### config.mk
export PLATFORM = sky130hd
export DESIGN_NAME = serial_addsub
export DESIGN_NICKNAME = d
export VERILOG_FILES = /design/src/rtl/serial_addsub.sv
export SDC_FILE = /design/constraint.sdc
export NUM_CORES = 1
export LEC_CHECK = 0
export CAP_MARGIN = 10
export CORE_UTILIZATION = 54
export CTS_BUF_LIST = sky130_fd_sc_hd__clkbuf_8
export CTS_CLUSTER_DIAMETER = 80
export DETAILED_ROUTE_END_ITERATION = 7
export GPL_TIMING_DRIVEN = 0
export PLACE_DENSITY = 0.85
export SYNTH_ARGS = -nofsm -noshare
export SYNTH_HDL_FRONTEND = slang
export SYNTH_SLANG_ARGS = --single-unit
### constraint.sdc
create_clock -name clk -period 2.1 [get_ports clk]
set_input_delay 0.315 -clock clk [delete_from_list [all_inputs] [get_ports clk]]
set_output_delay 0.315 -clock clk [all_outputs]
set_load 0.005 [all_outputs]
### src/rtl/serial_addsub.sv
// Bit-serial (or digit-serial) adder/subtractor: BITS_PER_CYCLE bits are added
// per clock through a shared carry, with a one-cycle done pulse per result.
module serial_addsub #(
    parameter int WIDTH          = 8,
    parameter int BITS_PER_CYCLE = 1
) (
    input  logic             clk,
    input  logic             rst_n,
    input  logic             start,
    input  logic             sub,
    input  logic [WIDTH-1:0] a,
    input  logic [WIDTH-1:0] b,
    input  logic             cin,
    output logic             ready,
    output logic             done,
    output logic [WIDTH-1:0] sum,
    output logic             cout,
    output logic             overflow
);

    localparam int STEPS = WIDTH / BITS_PER_CYCLE;
    localparam int CW    = (STEPS > 1) ? $clog2(STEPS) : 1;
    localparam logic [CW-1:0] LAST = CW'(STEPS - 1);

    typedef enum logic [1:0] {IDLE, RUN, DONE} state_t;

    state_t state;
    state_t state_next;

    logic [WIDTH-1:0]        a_sr;
    logic [WIDTH-1:0]        b_sr;
    logic [WIDTH-1:0]        acc;
    logic [WIDTH-1:0]        acc_next;
    logic                    carry;
    logic [CW-1:0]           cnt;
    logic [BITS_PER_CYCLE:0] chunk;
    logic                    msb_carry_in;

    always_ff @(posedge clk or negedge rst_n) begin
        if (!rst_n) begin
            state <= IDLE;
        end else begin
            state <= state_next;
        end
    end

    always_comb begin
        state_next = state;
        case (state)
            IDLE:    if (start) state_next = RUN;
            RUN:     if (cnt == LAST) state_next = DONE;
            DONE:    state_next = IDLE;
            default: state_next = IDLE;
        endcase
    end

    // Ready is masked by reset so nothing upstream sees it during reset.
    assign ready = rst_n && (state == IDLE);
    assign done  = (state == DONE);

    always_comb begin
        chunk = {1'b0, a_sr[BITS_PER_CYCLE-1:0]}
              + {1'b0, b_sr[BITS_PER_CYCLE-1:0]}
              + {{BITS_PER_CYCLE{1'b0}}, carry};
        acc_next = WIDTH'({chunk[BITS_PER_CYCLE-1:0], acc} >> BITS_PER_CYCLE);
        // The carry into the top bit of this digit is recovered from its sum bit.
        msb_carry_in = chunk[BITS_PER_CYCLE-1]
                     ^ a_sr[BITS_PER_CYCLE-1]
                     ^ b_sr[BITS_PER_CYCLE-1];
    end

    always_ff @(posedge clk or negedge rst_n) begin
        if (!rst_n) begin
            a_sr     <= '0;
            b_sr     <= '0;
            acc      <= '0;
            carry    <= 1'b0;
            cnt      <= '0;
            sum      <= '0;
            cout     <= 1'b0;
            overflow <= 1'b0;
        end else if (state == IDLE && start) begin
            a_sr  <= a;
            b_sr  <= sub ? ~b : b;
            carry <= sub ? 1'b1 : cin;
            acc   <= '0;
            cnt   <= '0;
        end else if (state == RUN) begin
            a_sr  <= a_sr >> BITS_PER_CYCLE;
            b_sr  <= b_sr >> BITS_PER_CYCLE;
            acc   <= acc_next;
            carry <= chunk[BITS_PER_CYCLE];
            cnt   <= cnt + CW'(1);
            if (cnt == LAST) begin
                sum      <= acc_next;
                cout     <= chunk[BITS_PER_CYCLE];
                overflow <= msb_carry_in ^ chunk[BITS_PER_CYCLE];
            end
        end
    end

endmodule
==> results.sh, run 1 <==
export IMPL_place_congestion=0.746
export IMPL_final_core_util_pct=74.2
export IMPL_wl_per_cell_um=14.3
export IMPL_ys_warn_count=0
export IMPL_dpl_cell_area_sq_mm=0.00218
export IMPL_drt_iter0_markers=61
export IMPL_route_detailed_drc=0
export IMPL_cts_tree="done"
export IMPL_outcome="completed"
export IMPL_fp_dieH_um=60.1
export IMPL_syn_to_final_growth_pct=27.4
export IMPL_dp_cells=242
export IMPL_p_comb_share_pct=43.7
export IMPL_finalMaxSlewViolations=0
export IMPL_vias=1332
export IMPL_total_power_mw=3.16
export IMPL_pre_cts_slack_ns=-0.00239
export IMPL_seqPwrFrac_pct=40.7
export IMPL_cp_startpoint="rst_n"
export IMPL_fin_nets=233
export IMPL_die_area_sq_mm=0.00361
export IMPL_final_cell_count_no_fill=253
export IMPL_start_util_pct=58.2
export IMPL_period_share_pct=94.0
export IMPL_ys_types=25
export IMPL_finalSetupTns_ns=0
export IMPL_synth_area_per_cell_sq_um=10.9
export IMPL_startpoint_type="primary input"
export IMPL_via_per_inst=5.26
export IMPL_power_switching_mw=1.10
export IMPL_drive_gt1_share_pct=16.7
export IMPL_maxSlewHeadroom_pct=62.5
export IMPL_max_cap_violations=0
export IMPL_grt_pass1_wl_mm=6.09
export IMPL_ir_worst_vdd_mv=0.672
export IMPL_clock_latency_ns=0.29
export IMPL_grt_pass1_vias=1307
export IMPL_crit_fanout=3
export IMPL_cts_root_buf="clkbuf_8"
export IMPL_rows=20
export IMPL_max_slew_worst_pin_slew_ns=0.562
export IMPL_seq_area_frac_synth_pct=53.6
export IMPL_antenna_found_initial=0
export IMPL_portBuffers=31
export IMPL_htree_levels=2
export IMPL_p_leak_nw=1.07
export IMPL_finalCriticalPeriod_ns=1.97
export IMPL_syn_inst=167
export IMPL_hpwl_mm=2.52
export IMPL_clkTransAtPathRegs_ns=0.07
export IMPL_hp_class="reg -> reg"
export IMPL_clock_skew_ns=0.00512
export IMPL_arrival_ns=1.66
export IMPL_core_area_sq_mm=0.00313
export IMPL_end_kind="output pin"
export IMPL_timing_hold_ws_ns=0.478
export IMPL_reg2reg_from="cnt[0]$_DFFE_PN0P_"
export IMPL_fillers=224
export IMPL_final_hold_violation_count=0
export IMPL_synth_seq_cells=39
export IMPL_setup_viol=0
export IMPL_clock_power_share_pct=15.7
export IMPL_grt_max_degree=32
export IMPL_max_freq_ghz=0.506
export IMPL_final_area_sq_mm=0.00232
export IMPL_fin_ws_ns=0.125
export IMPL_powerDensity_mw_per_mm2=1360
export IMPL_hold_start="overflow$_DFFE_PN0P_"
export IMPL_synthesis_area_sq_mm=0.00182
export IMPL_io_pins=33
export IMPL_chipWidth_um=60.1
export IMPL_grt_usage_pct=24.1
export IMPL_worstPathRequired_ns=1.78
export IMPL_cts_buffer_depth=2
export IMPL_ant_nets=0
export IMPL_numCtsBuffers=5
export IMPL_cts_sinks=39
export IMPL_dr_pass1_iters=4
export IMPL_rsz0062_at_grt="no"
export IMPL_internal_power_mw=2.06
export IMPL_drt_wl_total_mm=3.63
export IMPL_antenna_cells=0
export IMPL_crit_type="in -> out"
export IMPL_syn_nets=191
export IMPL_switching_share_pct=34.7
export IMPL_grt_overflow_total=0
placed cells by master (no fill, tap or decap):
| cell | count |
|---|---|
| mux2_2 | 7 |
| nor2b_1 | 2 |
| fa_1 | 1 |
| dlygate4sd3_1 | 1 |
| o21ai_2 | 5 |
| clkbuf_1 | 1 |
| buf_2 | 2 |
| o21bai_2 | 1 |
| nand2_1 | 47 |
| buf_12 | 1 |
| inv_1 | 4 |
| buf_6 | 6 |
| dfrtp_1 | 39 |
| clkbuf_8 | 6 |
| o21ai_0 | 17 |
| clkdlybuf4s50_1 | 30 |
| nor3b_1 | 1 |
| o21bai_1 | 1 |
| nand2b_1 | 1 |
| o22ai_1 | 1 |
| buf_4 | 4 |
| mux2i_1 | 7 |
| a22oi_1 | 7 |
| ha_1 | 2 |
| o211ai_1 | 1 |
| clkinv_2 | 1 |
| nor3b_4 | 1 |
| nand3b_4 | 1 |
| xnor2_1 | 3 |
| xor2_1 | 8 |
area by class of cell:
class	instances	area (sq um)	share of cell area (%)
flip-flops and latches	39	976	42.0
multi-input cells	114	746	32.1
repair buffers	35	357	15.4
plain buffers	10	85.1	3.67
clock buffers	6	82.6	3.56
well taps	44	55.1	2.37
inverters	4	15.0	0.647
clock inverters	1	5.00	0.216
path summary, 6_finish.rpt:
check | to | slack, ns | cells after the start
worst min-delay path | overflow$_DFFE_PN0P_ | 0.48 | 2
worst min register to register | overflow$_DFFE_PN0P_ | 0.48 | 2
worst max register to register | sum[4]$_DFFE_PN0P_ | 0.52 | 5
max in group asynchronous | sum[1]$_DFFE_PN0P_ | 1.31 | 4
min in group asynchronous | cnt[2]$_DFFE_PN0P_ | 0.51 | 3
worst max-delay path | ready | 0.13 | 4
logic make-up after synthesis:
kind of cell | share of synthesized area (%)
simple gates | 13.3
flops | 53.6
compound gates | 11.7
buf+inv | 5.49
mux | 8.17
xor+xnor | 5.29
fa+ha+maj | 2.47
cell usage after synthesis, drive strengths merged:
cell type,count,area share (%)
nor2b,2,0.69
o22ai,1,0.34
buf,9,4.5
o21ai,22,7.1
nor3b,2,1.4
inv,4,0.82
nand2b,1,0.34
xnor2,3,1.4
dfrtp,39,54
ha,2,1.4
nand2,47,9.7
mux2,7,4.3
mux2i,7,3.8
xor2,8,3.8
clkbuf,1,0.21
o21bai,2,1.0
o211ai,1,0.41
a22oi,7,2.9
nand3b,1,1.1
fa,1,1.1
sequential cells by signal, indices dropped and copies added (netlist names):
signal / cells
a_sr: 8
b_sr: 8
sum: 8
acc: 7
cnt: 3
state: 2
carry: 1
cout: 1
overflow: 1
routing by layer:
metal  up-vias  GRT usage (%)  share of wire (%)
li1        634              -                  -
met1       651           27.9                 40
met2        43           43.0                 55
met3         4           7.14                4.4
met4         0           6.98               0.80
met5         -              0                  0
worst max-delay path, cell delays in order:
cell             delay, ns
dlygate4sd3_1         0.55
buf_6                 0.10
nor3b_1               0.16
clkdlybuf4s50_1       0.53
power by group through the flow:
stage                     Combinational (mW)  Clock [mW]  Sequential, mW
after floorplan                        0.925           0            1.25
after global placement                  1.30           0            1.26
after detailed placement                1.37           0            1.30
after CTS                               1.39       0.517            1.29
after global routing                    1.54       0.538            1.32
final                                   1.38       0.495            1.29
repair_timing:
item	in CTS	in global routing
endpoints found under the setup margin	1	1
hold buffers	2	0
setup buffers	0	2
endpoints found under the hold margin	31	0
resized for setup	1	1
pin swaps	0	0
No activity file was read; power rests on OpenSTA's default activity.
==> run 2: changes to the inputs <==
==> constraint.sdc (replaced) <==
create_clock -name clk -period 2.1 [get_ports clk]
set_input_delay 0.315 -clock clk [delete_from_list [all_inputs] [get_ports clk]]
set_output_delay 0.315 -clock clk [all_outputs]
set_load 0.01 [all_outputs]
==> run 2 against run 1 <==
Against the previous run: maximum frequency grew 5.9%; design area is essentially flat; cell count shrank 0.40%; routed wire length grew 0.74%; die area is the same; register-to-register slack lost 0.02 ns; critical path depth shrank 1; combinational power grew 4%; critical endpoint unchanged; largest cell class unchanged; largest power group unchanged; highest routed layer unchanged.
==> results.sh, run 2 (synthesized netlist as in run 1, its figures left out) <==
export IMPL_grt_overflow_total=0
export IMPL_arrival_ns=1.55
export IMPL_clock_latency_ns=0.29
export IMPL_worstPathRequired_ns=1.78
export IMPL_fin_nets=232
export IMPL_cts_root_buf="clkbuf_8"
export IMPL_final_common_cell="nand2_1"
export IMPL_syn_to_final_growth_pct=27.5
export IMPL_final_hold_violation_count=0
export IMPL_drt_iter0_markers=64
export IMPL_powerDensity_mw_per_mm2=1390
export IMPL_clkTransAtPathRegs_ns=0.07
export IMPL_htree_levels=2
export IMPL_hpwl_mm=2.52
export IMPL_finalSetupTns_ns=0
export IMPL_via_per_inst=5.21
export IMPL_cts_sinks=39
export IMPL_portBuffers=31
export IMPL_ant_nets=0
export IMPL_clock_skew_ns=0.00522
export IMPL_period_share_pct=88.8
export IMPL_start_util_pct=58.2
export IMPL_timing_rr_end="sum[5]$_DFFE_PN0P_"
export IMPL_vias=1313
export IMPL_fp_dieH_um=60.1
export IMPL_io_pins=33
export IMPL_final_cell_mix="nand2_1 (47), dfrtp_1 (39), clkdlybuf4s50_1 (30)"
export IMPL_reg2reg_from="cnt[0]$_DFFE_PN0P_"
export IMPL_chipWidth_um=60.1
export IMPL_antenna_found_initial=0
export IMPL_setup_viol=0
export IMPL_finalMaxSlewViolations=0
export IMPL_max_cap_violations=0
export IMPL_ir_worst_vdd_mv=0.675
export IMPL_wl_per_cell_um=14.5
export IMPL_drive_gt1_share_pct=16.3
export IMPL_hp_class="in -> async"
export IMPL_p_leak_nw=1.06
export IMPL_maxSlewHeadroom_pct=63.1
export IMPL_dr_pass1_iters=4
export IMPL_dp_cells=242
export IMPL_grt_pass1_vias=1301
export IMPL_reg2reg_setup_slack_ns=0.50
export IMPL_cts_buffer_depth=2
export IMPL_grt_max_degree=32
export IMPL_core_area_sq_mm=0.00313
export IMPL_place_congestion=0.746
export IMPL_reg2regPathDepth=5
export IMPL_finalCriticalPeriod_ns=1.87
export IMPL_reg_top3="a_sr: 8 flops, b_sr: 8 flops, sum: 8 flops"
export IMPL_crit_type="reg -> out"
export IMPL_numCtsBuffers=5
export IMPL_final_core_util_pct=74.2
export IMPL_grt_usage_pct=24.5
export IMPL_dpl_cell_area_sq_mm=0.00218
export IMPL_cts_tree="done"
export IMPL_timing_hold_ws_ns=0.0464
export IMPL_end_kind="output pin"
export IMPL_post_cts_setup_buffers=0
export IMPL_drt_wl_total_mm=3.65
export IMPL_crit_fanout=7
export IMPL_outcome="completed"
export IMPL_final_area_sq_mm=0.00232
export IMPL_rsz0062_at_grt="no"
export IMPL_route_detailed_drc=0
export IMPL_max_freq_ghz=0.536
export IMPL_max_slew_worst_pin_slew_ns=0.553
export IMPL_rows=20
export IMPL_grt_pass1_wl_mm=6.15
export IMPL_die_area_sq_mm=0.00361
export IMPL_antenna_cells=0
export IMPL_final_cell_count_no_fill=252
export IMPL_startpoint_type="register"
-- run 2: cell types whose count changed in the layout (fill, tap and decap cells not counted) --
cell | before | now
buf_4 | 4 | 3
buf_12 | 1 | 2
buf_6 | 6 | 5
-- run 2: power breakdown --
group	switching [mW]	internal [mW]	total, mW
Sequential	0.204	1.08	1.29
Clock	0.247	0.257	0.505
Combinational	0.700	0.729	1.43
Total	1.15	2.07	3.22
-- run 2: area by class of cell --
class	count	area, sq um
Buffer	10	85.1
Clock buffer	6	82.6
Clock inverter	1	5.00
Fill cell	221	806
Inverter	4	15.0
Multi-Input combinational cell	114	746
Sequential cell	39	976
Tap cell	44	55.1
Timing Repair Buffer	34	358
-- run 2: worst max-delay path by stage --
stage | depth (start not counted) | to | from
detailed placement | 3 | ready | rst_n
CTS | 3 | ready | state[0]$_DFFE_PN0P_
floorplan | 5 | sum[4]$_DFFE_PN0P_ | cnt[0]$_DFFE_PN0P_
global placement | 3 | ready | rst_n
global route | 3 | ready | state[0]$_DFFE_PN0P_
finish | 3 | ready | state[0]$_DFFE_PN0P_
-- run 2: critical path, stage by stage (launching register included) --
cell and delay (ns):
dfrtp_1 0.38, buf_6 0.14, nor3b_1 0.19, clkdlybuf4s50_1 0.56
-- run 2: repair_timing --
action                                 CTS  global route
endpoints found under the hold margin   31             0
gates resized for setup                  1             0
setup endpoints to repair                1             0
hold buffers                             3             0
-- run 2: metrics by stage --
stage          power, mW  setup slack (ns)
5_1_grt             3.44             0.190
6_report            3.22             0.234
3_3_place_gp        2.61             -1.03
3_5_place_dp        2.71           -0.0377
2_1_floorplan       2.21             0.627
4_1_cts             3.24             0.223
-- run 2: layer usage --
layer	wire (um)	track usage (%)	vias to the layer above	part of all wire, %
li1	-	-	636	-
met1	1500	30.1	637	41
met2	1980	41.7	36	54
met3	140	7.14	4	3.8
met4	32	6.98	0	0.88
met5	0	0	-	0
